## config.mk

```make
export PLATFORM = sky130hd
export DESIGN_NAME = lf16_mp_sched_flat
export DESIGN_NICKNAME = d
export VERILOG_FILES = /design/src/rtl/lf16_mp_sched_pkg.sv /design/src/rtl/lf16_mp_sched_if.sv /design/src/rtl/lf16_mp_sched_rr_arb.sv /design/src/rtl/lf16_mp_sched.sv /design/src/flat_wrapper.sv
export SDC_FILE = /design/constraint.sdc
export NUM_CORES = 1
export LEC_CHECK = 0
export ABC_AREA = 1
export ABC_CLOCK_PERIOD_IN_PS = 5900
export BUFFER_PORTS_ARGS = -buffer_cell sky130_fd_sc_hd__buf_2
export CAP_MARGIN = 30
export CELL_PAD_IN_SITES_DETAIL_PLACEMENT = 1
export CELL_PAD_IN_SITES_GLOBAL_PLACEMENT = 1
export CORE_ASPECT_RATIO = 1.25
export CORE_UTILIZATION = 37
export CTS_CLUSTER_SIZE = 30
export DETAILED_ROUTE_END_ITERATION = 8
export MAX_ROUTING_LAYER = met4
export PLACE_DENSITY_LB_ADDON = 0.1
export SKIP_CTS_REPAIR_TIMING = 1
export SLEW_MARGIN = 20
export SYNTH_ARGS = -nofsm -noshare
export SYNTH_HDL_FRONTEND = slang
export SYNTH_HIERARCHICAL = 1
export SYNTH_SLANG_ARGS = --single-unit
```

## constraint.sdc

```tcl
create_clock -name clk -period 5.9 [get_ports clk]
set_clock_uncertainty 0.15 [all_clocks]
set_input_delay 0.885 -clock clk [delete_from_list [all_inputs] [get_ports clk]]
set_output_delay 0.885 -clock clk [all_outputs]
set_load 0.1 [all_outputs]
```

## src/rtl/lf16_mp_sched_pkg.sv

```systemverilog
// Shared types for the multi-precision add/sub scheduler.
package lf16_sched_pkg;
    localparam int unsigned WORD_W = 16;
    localparam int unsigned ID_W   = 3;
    localparam int unsigned NW_W   = 2;

    typedef logic [WORD_W-1:0] lf16_word_t;

    typedef enum logic [1:0] {
        IDLE = 2'd0,
        RUN  = 2'd1,
        DONE = 2'd2
    } state_t;
endpackage

```

## src/rtl/lf16_mp_sched_if.sv

```systemverilog
// Request, response and external-adder signals of lf16_mp_sched.
interface lf16_mp_sched_if
    import lf16_sched_pkg::*;
#(
    parameter int unsigned NREQ = 2,
    parameter int unsigned MAXW = 4
);
    localparam int unsigned OPW = WORD_W * MAXW;

    logic [NREQ-1:0]      req_valid;
    logic [NREQ-1:0]      req_ready;
    logic [NREQ*OPW-1:0]  req_a;
    logic [NREQ*OPW-1:0]  req_b;
    logic [NREQ-1:0]      req_sub;
    logic [NREQ*NW_W-1:0] req_nw;
    logic                 rsp_valid;
    logic                 rsp_ready;
    logic [ID_W-1:0]      rsp_id;
    logic [OPW-1:0]       rsp_sum;
    logic                 rsp_cout;
    lf16_word_t           add_a;
    lf16_word_t           add_b;
    logic                 add_cin;
    lf16_word_t           add_s;
    logic                 add_cout;

    modport slave (
        input  req_valid, req_a, req_b, req_sub, req_nw, rsp_ready, add_s, add_cout,
        output req_ready, rsp_valid, rsp_id, rsp_sum, rsp_cout, add_a, add_b, add_cin
    );

    modport master (
        output req_valid, req_a, req_b, req_sub, req_nw, rsp_ready, add_s, add_cout,
        input  req_ready, rsp_valid, rsp_id, rsp_sum, rsp_cout, add_a, add_b, add_cin
    );
endinterface

```

## src/rtl/lf16_mp_sched_rr_arb.sv

```systemverilog
// Round-robin pick: first requester at or after i_ptr, wrapping at NREQ.
module rr_arb
    import lf16_sched_pkg::*;
#(
    parameter int unsigned NREQ = 2
)
(
    input  logic [NREQ-1:0] i_req,
    input  logic [ID_W-1:0] i_ptr,
    output logic            o_gnt_vld,
    output logic [ID_W-1:0] o_gnt_id
);
    localparam int unsigned CW     = ID_W + 1;
    localparam int unsigned MAXREQ = 1 << ID_W;

    logic [CW-1:0]     w_cand;
    logic [MAXREQ-1:0] w_req_x;

    assign w_req_x = MAXREQ'(i_req);

    always_comb begin
        o_gnt_vld = 1'b0;
        o_gnt_id  = '0;
        w_cand    = '0;
        for (int unsigned k = 0; k < NREQ; k++) begin
            w_cand = CW'(i_ptr) + CW'(k);
            if (w_cand >= CW'(NREQ)) begin
                w_cand = w_cand - CW'(NREQ);
            end
            if (!o_gnt_vld && w_req_x[w_cand[ID_W-1:0]]) begin
                o_gnt_vld = 1'b1;
                o_gnt_id  = w_cand[ID_W-1:0];
            end
        end
    end
endmodule

```

## src/rtl/lf16_mp_sched.sv

```systemverilog
// Arbitrates NREQ multi-precision add/sub requests onto one shared 16-bit
// adder, sequencing words LSW-first and chaining the carry between words.
module lf16_mp_sched
    import lf16_sched_pkg::*;
#(
    parameter int unsigned NREQ = 2,
    parameter int unsigned MAXW = 4
)
(
    input  logic            clk,
    input  logic            rst_n,
    lf16_mp_sched_if.slave  bus
);
    localparam int unsigned OPW    = WORD_W * MAXW;
    localparam int unsigned MAXREQ = 1 << ID_W;

    state_t                    r_state;
    state_t                    w_state_nxt;
    logic [ID_W-1:0]           r_ptr;
    logic [ID_W-1:0]           r_id;
    logic [NW_W-1:0]           r_idx;
    logic [NW_W-1:0]           r_nw;
    logic                      r_carry;
    logic                      r_sub;
    lf16_word_t [MAXW-1:0]     r_a;
    lf16_word_t [MAXW-1:0]     r_b;
    lf16_word_t [MAXW-1:0]     r_sum;
    logic                      w_gnt_vld;
    logic [ID_W-1:0]           w_gnt_id;
    logic [NW_W-1:0]           w_nw_raw;
    logic [NW_W-1:0]           w_nw_req;
    logic [MAXREQ-1:0]         w_sub_x;

    rr_arb #(.NREQ(NREQ)) u_arb (
        .i_req     (bus.req_valid),
        .i_ptr     (r_ptr),
        .o_gnt_vld (w_gnt_vld),
        .o_gnt_id  (w_gnt_id)
    );

    // Word count of the granted requester, clamped to the operand width
    assign w_nw_raw = bus.req_nw[32'(w_gnt_id)*NW_W +: NW_W];
    assign w_nw_req = (32'(w_nw_raw) > MAXW - 1) ? NW_W'(MAXW - 1) : w_nw_raw;
    assign w_sub_x  = MAXREQ'(bus.req_sub);

    assign bus.rsp_valid = (r_state == DONE);
    assign bus.rsp_sum   = r_sum;
    assign bus.rsp_cout  = r_carry;
    assign bus.rsp_id    = r_id;

    always_ff @(posedge clk) begin
        if (!rst_n) begin
            r_state <= IDLE;
        end else begin
            r_state <= w_state_nxt;
        end
    end

    always_comb begin
        w_state_nxt   = r_state;
        bus.req_ready = '0;
        bus.add_a     = '0;
        bus.add_b     = '0;
        bus.add_cin   = 1'b0;
        case (r_state)
            IDLE: begin
                if (w_gnt_vld) begin
                    bus.req_ready = NREQ'(1) << w_gnt_id;
                    w_state_nxt   = RUN;
                end
            end
            RUN: begin
                bus.add_a   = r_a[r_idx];
                bus.add_b   = r_sub ? ~r_b[r_idx] : r_b[r_idx];
                bus.add_cin = (r_idx == '0) ? r_sub : r_carry;
                if (r_idx == r_nw) begin
                    w_state_nxt = DONE;
                end
            end
            DONE: begin
                if (bus.rsp_ready) begin
                    w_state_nxt = IDLE;
                end
            end
            default: w_state_nxt = IDLE;
        endcase
    end

    // Operand capture, per-word result/carry update and pointer advance
    always_ff @(posedge clk) begin
        if (!rst_n) begin
            r_ptr   <= '0;
            r_id    <= '0;
            r_idx   <= '0;
            r_nw    <= '0;
            r_carry <= 1'b0;
            r_sub   <= 1'b0;
            r_a     <= '0;
            r_b     <= '0;
            r_sum   <= '0;
        end else begin
            case (r_state)
                IDLE: begin
                    if (w_gnt_vld) begin
                        r_a   <= bus.req_a[32'(w_gnt_id)*OPW +: OPW];
                        r_b   <= bus.req_b[32'(w_gnt_id)*OPW +: OPW];
                        r_sub <= w_sub_x[w_gnt_id];
                        r_nw  <= w_nw_req;
                        r_id  <= w_gnt_id;
                        r_sum <= '0;
                        r_idx <= '0;
                    end
                end
                RUN: begin
                    r_sum[r_idx] <= bus.add_s;
                    r_carry      <= bus.add_cout;
                    if (r_idx != r_nw) begin
                        r_idx <= r_idx + NW_W'(1);
                    end
                end
                DONE: begin
                    if (bus.rsp_ready) begin
                        r_ptr <= (r_id == ID_W'(NREQ - 1)) ? '0 : r_id + ID_W'(1);
                    end
                end
                default: ;
            endcase
        end
    end
endmodule

```

## src/flat_wrapper.sv

```systemverilog
// flat-port wrapper written by rule: the top's interface ports become plain ports
module lf16_mp_sched_flat import lf16_sched_pkg::*;
#(
    parameter int unsigned NREQ = 2,
    parameter int unsigned MAXW = 4
)
  (clk, rst_n, bus_req_valid, bus_req_a, bus_req_b, bus_req_sub, bus_req_nw, bus_rsp_ready, bus_add_s, bus_add_cout, bus_req_ready, bus_rsp_valid, bus_rsp_id, bus_rsp_sum, bus_rsp_cout, bus_add_a, bus_add_b, bus_add_cin);
  lf16_mp_sched_if #(.NREQ(NREQ), .MAXW(MAXW)) bus_i ();
  input  logic clk;
  input  logic rst_n;
  input wire logic [$bits(bus_i.req_valid)-1:0] bus_req_valid;
  input wire logic [$bits(bus_i.req_a)-1:0] bus_req_a;
  input wire logic [$bits(bus_i.req_b)-1:0] bus_req_b;
  input wire logic [$bits(bus_i.req_sub)-1:0] bus_req_sub;
  input wire logic [$bits(bus_i.req_nw)-1:0] bus_req_nw;
  input wire logic [$bits(bus_i.rsp_ready)-1:0] bus_rsp_ready;
  input wire logic [$bits(bus_i.add_s)-1:0] bus_add_s;
  input wire logic [$bits(bus_i.add_cout)-1:0] bus_add_cout;
  output wire logic [$bits(bus_i.req_ready)-1:0] bus_req_ready;
  output wire logic [$bits(bus_i.rsp_valid)-1:0] bus_rsp_valid;
  output wire logic [$bits(bus_i.rsp_id)-1:0] bus_rsp_id;
  output wire logic [$bits(bus_i.rsp_sum)-1:0] bus_rsp_sum;
  output wire logic [$bits(bus_i.rsp_cout)-1:0] bus_rsp_cout;
  output wire logic [$bits(bus_i.add_a)-1:0] bus_add_a;
  output wire logic [$bits(bus_i.add_b)-1:0] bus_add_b;
  output wire logic [$bits(bus_i.add_cin)-1:0] bus_add_cin;
  assign bus_i.req_valid = bus_req_valid;
  assign bus_i.req_a = bus_req_a;
  assign bus_i.req_b = bus_req_b;
  assign bus_i.req_sub = bus_req_sub;
  assign bus_i.req_nw = bus_req_nw;
  assign bus_i.rsp_ready = bus_rsp_ready;
  assign bus_i.add_s = bus_add_s;
  assign bus_i.add_cout = bus_add_cout;
  assign bus_req_ready = bus_i.req_ready;
  assign bus_rsp_valid = bus_i.rsp_valid;
  assign bus_rsp_id = bus_i.rsp_id;
  assign bus_rsp_sum = bus_i.rsp_sum;
  assign bus_rsp_cout = bus_i.rsp_cout;
  assign bus_add_a = bus_i.add_a;
  assign bus_add_b = bus_i.add_b;
  assign bus_add_cin = bus_i.add_cin;
  lf16_mp_sched #(.NREQ(NREQ), .MAXW(MAXW)) u_core (.clk(clk), .rst_n(rst_n), .bus(bus_i));
endmodule
```

Yosys cells after proc, flatten, opt, wreduce, memory -nomap -nowiden:

Cells that the tools add are included.

* bits in registers: 206
* bits of input ports: 284
* output and inout port bits: 104
* word-level logic and storage cells: 92

* $add $sub $neg: 5
* order comparisons: 7
* eq/ne operators: 9
* shift-type cells: 4
* muxes and demuxes: 36
* bitwise gates (word level): 1
* reductions and logical operators: 11

Operators with widths (number)
* $shiftx A128 B10 Y64: 2
* $pmux W64 S2: 1
* $mux W16: 6
* $bmux W16 S2: 2
* $bwmux W64: 1
* $mux W64: 1
* $demux W16 S2: 1
* $not A16 Y16: 1
* $mux W3: 5
* $mux W2: 7
* $lt A3 B4 Y1 const B: 3
* $bmux W1 S3: 3
* $mux W1: 7
* $pmux W2 S3: 1
* $reduce_and A2 Y1: 3
* $reduce_and A3 Y1: 2
* $sub A3 B2 Y3 const B: 2
* $shiftx A4 B5 Y2: 1
* $add A3 B1 Y4 const B: 1
* $ge A4 B2 Y1 const B: 1
* $logic_not A2 Y1: 2
* $ne A2 B1 Y1 const B: 2
* $ne A2 B2 Y1 const B: 2
* $pmux W2 S2: 1
* other kinds (14): 15

Longest topological paths before layout:

* depth in word-level cells: 11
* depth in mapped cells: 17
* depth with buffers taken out: 14

Modules after synthesis:

The synthesis kept the hierarchy.

By module, submodules not included
* lf16_mp_sched: instances 1, cells an instance 1694, area each 10882.9 um2, seq. area each 4124.0 um2
* rr_arb: instances 1, cells an instance 41, area each 220.2 um2, seq. area each 0.0 um2

Worst setup path before layout:

Ideal clock, no wire load.

* path kind: input to output
* start: in bus_req_valid[0]
* end: out bus_req_ready[1]
* arrival time: 3.833 ns
* data required time: 4.865 ns
* slack: 1.032 ns
* stages: 11
* buffers on the path: 3
* cells stage by stage: nand2_1 > nand2_1 > nand2_1 > nor2_1 > nand3_1 > nand2_1 > buf_2 > inv_2 > buf_4 > buf_2 > nor3_1

* cells in the longest elaborated chain, start to end: 9
* elaborated cells between the ends (all ways): 13
* those cells by class: 1 x shift; 10 x mux; 2 x reduce/logical

RTL lines
* start, declared: RTL line flat_wrapper.sv:11 `input wire logic [$bits(bus_i.req_valid)-1:0] bus_req_valid;`
* $bmux W1 S3: RTL line lf16_mp_sched_rr_arb.sv:30 `if (!o_gnt_vld && w_req_x[w_cand[ID_W-1:0]]) begin`
* $mux W1 (implied by the code): RTL line lf16_mp_sched_rr_arb.sv:30
* $mux W1: RTL line lf16_mp_sched_rr_arb.sv:30
* $logic_not A1 Y1: RTL line lf16_mp_sched_rr_arb.sv:30
* $logic_and A1 B1 Y1: RTL line lf16_mp_sched_rr_arb.sv:30
* $mux W3 *: RTL line lf16_mp_sched_rr_arb.sv:30
* via u_core.w_gnt_id[0]: RTL line lf16_mp_sched.sv:29 `logic [ID_W-1:0] w_gnt_id;`
* $shl A1 B3 Y2 *: RTL line lf16_mp_sched.sv:68 `bus.req_ready = NREQ'(1) << w_gnt_id;`
* $mux W2 *: RTL line lf16_mp_sched.sv:67 `if (w_gnt_vld) begin`
* $mux W2 *: RTL line lf16_mp_sched.sv:65 `case (r_state)`
* end, declared: RTL line flat_wrapper.sv:19 `output wire logic [$bits(bus_i.req_ready)-1:0] bus_req_ready;`

The timed path passes the listed nets; every way through them passes the cells marked *. The select of a mux whose other input is x is not followed.

Worst setup path after layout:

* start: reg u_core.r_ptr[0]
* end: out bus_req_ready[1]

* cells in the longest elaborated chain, start to end: 11
* elaborated cells between the ends (all ways): 20
* those cells by class: 3 x add/sub; 2 x order compare; 1 x shift; 12 x mux; 2 x reduce/logical

RTL lines
* start, declared: RTL line lf16_mp_sched.sv:19 `logic [ID_W-1:0] r_ptr;`
* start signal, assigned: RTL line lf16_mp_sched.sv:123 `r_ptr <= (r_id == ID_W'(NREQ - 1)) ? '0 : r_id + ID_W'(1);`
* parallel branches: the longest is 7 deep, another holds $add A3 B1 Y4
* $mux W3 *: RTL line lf16_mp_sched_rr_arb.sv:30
* via u_core.w_gnt_id[0]: RTL line lf16_mp_sched.sv:29
* $shl A1 B3 Y2 *: RTL line lf16_mp_sched.sv:68
* $mux W2 *: RTL line lf16_mp_sched.sv:67
* $mux W2 *: RTL line lf16_mp_sched.sv:65

Mark *: on every way through the listed nets, which the timed path passes. The select of a mux whose other input is x is not followed.

==> out/qor.yml <==
hold_class: "flip-flop to flip-flop"
grt_pass1_wl_mm: 64.7
drt_first_pass_iters: 5
synth_cell_types: 23
drive_gt1_share_pct: 22.4
cts.sinks: 206
maxCapViolations: 0
synth-edff-count: 0
clk_pin_slew_ps: 60
p_comb_share_pct: 50.0
clockPowerShare_pct: 22.9
synthAdderAreaFrac_pct: 1.01
critPathMaxFanout: 59
htreeDepth: 1
dpl.hpwl_mm: 28.5
tns_ps: 0
power.total_w: 0.00621
synth_top_area_share_pct: 37.1
core_area_um2: 29400
worstSetupPathType: "flip-flop to output pin"
worst_pin_slew_ps: 900
synth_area_um2: 11100
dieArea_um2: 30700
cts_buffer_depth: 3
die_x_um: 157
fmax_ghz: 0.225
place.gp.congestion: 0.840
clkLatencyLatePin_ps: 500
synthArstFlopShare_pct: 0
cp-end-kind: "output pin"
cp_top_family: "simple AND/OR/NAND/NOR gates"
ios: 388
ant_nets: 0
grt_max_degree: 262
dominantRegCellSynth: "dfxtp_1"
cts_tree: "done"
p_leak_nw: 6.02
rsz0062_at_grt: "false"
synth.area.top_cells: "dfxtp_1 (37%), nand3_1 (19%), nand2_1 (16%), a21oi_1 (11%), buf_2 (3.6%)"
crit_required_ps: 4870
first_iter_violations: 754
start_util_pct: 37.7
port_buffers: 387
antenna_found_initial: 1
p_int_w: 0.00305
area_growth_pct: 23.2
seq_power_share_pct: 27.1
switching_share_pct: 50.8
grt_overflow: 0
place_ws_ps: 1690
finalCritPeriodShare_pct: 75.3
vias_per_cell: 5.27
cts_buffers: 23
die_height_um: 196
post_synth_mux_area_share_pct: 0
setup_ws_ps: 1460
ys_ff_latch: 206
crit_top_cell: "nand2_1"
route.vias.total: 12704
grt_usage_pct: 27.0
ir_drop_mv: 0.347
holdWs_ps: 311
p_switching_w: 0.00315
arrival_ps: 3410
slowest_delay_ps: 490
maxSlewHeadroom_pct: 40.0
synth-simple-area-share_pct: 38.8
grt_pass1_vias: 12146
outcome: "completed"
synth_top_family_by_area: "simple AND/OR/NAND/NOR gates"
drc: 0
synth-seq-area-share_pct: 37.1
powerDensity_nw_per_um2: 454
ctsRootBufferMaster: "clkbuf_16"
final_hold_viol_count: 0
avgSynthCellArea_um2: 6.40
wl_per_cell_um: 17.2
setup_viol: 0
fin_nets: 2291
wirelength_mm: 41.5
critPathBufInv: 4
synth_xor_area_share_pct: 0.0789
worstSetupStartpointType: "flip-flop"
drv_slew: 0
syn_inst: 1735
period_needed_ps: 4440
yosys.area.top_type: "dfxtp_1"
yosysWarnings: 6
synth_compound_area_share_pct: 14.2
row_count: 70
path_cells: "inv_2 -> ha_1 -> inv_1 -> nand2_1 -> nor2_1 -> nor2_2 -> nand2_1 -> nand3_1 -> nand2_4 -> inv_4 -> nor3_1 -> buf_2"
critPathSlowestCell: "dfxtp_1"
cell usage after synthesis, types with 2 or more instances:
master and instances:
nor3_1 4, buf_6 7, dfxtp_1 206, buf_2 79, nand2_1 474, o21ai_0 49, inv_2 7, nor2_1 91
inv_1 35, a21oi_1 254, nor2_2 2, buf_1 12, nand3_1 425, ha_1 9, buf_4 11, clkbuf_1 56
o21ai_1 8
power by group through the flow:
stage / Clock, W / Combinational, W / Sequential, W
2_1_floorplan: 0 / 0.00211 / 0.00199
3_3_place_gp: 0 / 0.00302 / 0.00171
3_5_place_dp: 0 / 0.00307 / 0.00171
4_1_cts: 0.00145 / 0.00308 / 0.00168
5_1_grt: 0.00151 / 0.00336 / 0.00170
6_report: 0.00142 / 0.00310 / 0.00168
metrics by stage:
step | instances | utilization [%] | instance area (µm²)
finish | 2409 | 46.5 | 13700
CTS | 2406 | 46.3 | 13600
global placement | 2365 | 43.6 | 12800
global route | 2409 | 46.5 | 13700
floorplan | 1736 | - | 11100
detailed placement | 2367 | 43.8 | 12900
metal layers:
metal  vias up  GRT usage, %  part of all wire, %
met3        37          2.58                  4.3
met1      6047          33.5                   43
met2       314          47.4                   51
li1       6306             -                    -
met5         -             -                    0
met4         0          5.08                  1.5
flip-flops by register name, indices dropped and copies added, names as in the netlist:
register	cells
u_core/bus.rsp_sum	64
u_core/bus.rsp_id	3
u_core/r_nw	2
u_core/r_sub	1
u_core/r_state	2
u_core/r_ptr	3
u_core/r_b	64
u_core/r_a	64
u_core/bus.rsp_cout	1
u_core/r_idx	2
area by class of cell:
class | count | area, µm²
well taps | 396 | 495
multi-input cells | 1323 | 6030
repair buffers | 402 | 2130
clock buffers | 35 | 691
diodes | 1 | 2.50
inverters | 42 | 165
fillers | 4072 | 15700
flip-flops and latches | 206 | 4130
clock inverters | 4 | 47.5
logic make-up after synthesis:
logic type / Yosys count
other cells: 1
simple gates: 998
flops: 206
fa+ha+maj: 9
compound gates: 313
buf+inv: 207
xor+xnor: 1
worst reg2reg max path, cell delays in order (launching register included):
cell and delay, ps:
dfxtp_1 490, inv_2 100, ha_1 210, inv_1 70, nand2_1 80, a21boi_2 160, nand2_1 90, o21ai_1 160
nand3_4 560, nor2_4 260, buf_4 520, buf_4 790, nand2_1 220, a21oi_1 160
layout by cell type (no fill, tap or decap), types with 5 or more instances in the layout:
cell type  count
nand2_1      473
nand3_1      425
buf_2        387
a21oi_1      254
dfxtp_1      205
nor2_1        91
o21ai_0       49
inv_1         34
clkbuf_16     23
buf_4         11
ha_1           9
o21ai_1        8
clkbuf_8       7
inv_2          6
clkbuf_1       5
final timing paths:
check | startpoint | cells after the start | slack, ps | end
max reg2reg | u_core/r_ptr[0] | 13 | 1810 | u_core/r_b[43]
max | u_core/r_ptr[0] | 12 | 1460 | bus_req_ready[1]
min | u_core/r_a[51] | 2 | 310 | u_core/r_a[51]
min reg2reg | u_core/r_a[51] | 2 | 310 | u_core/r_a[51]
Note: power is estimated with default switching activity, not from simulation.
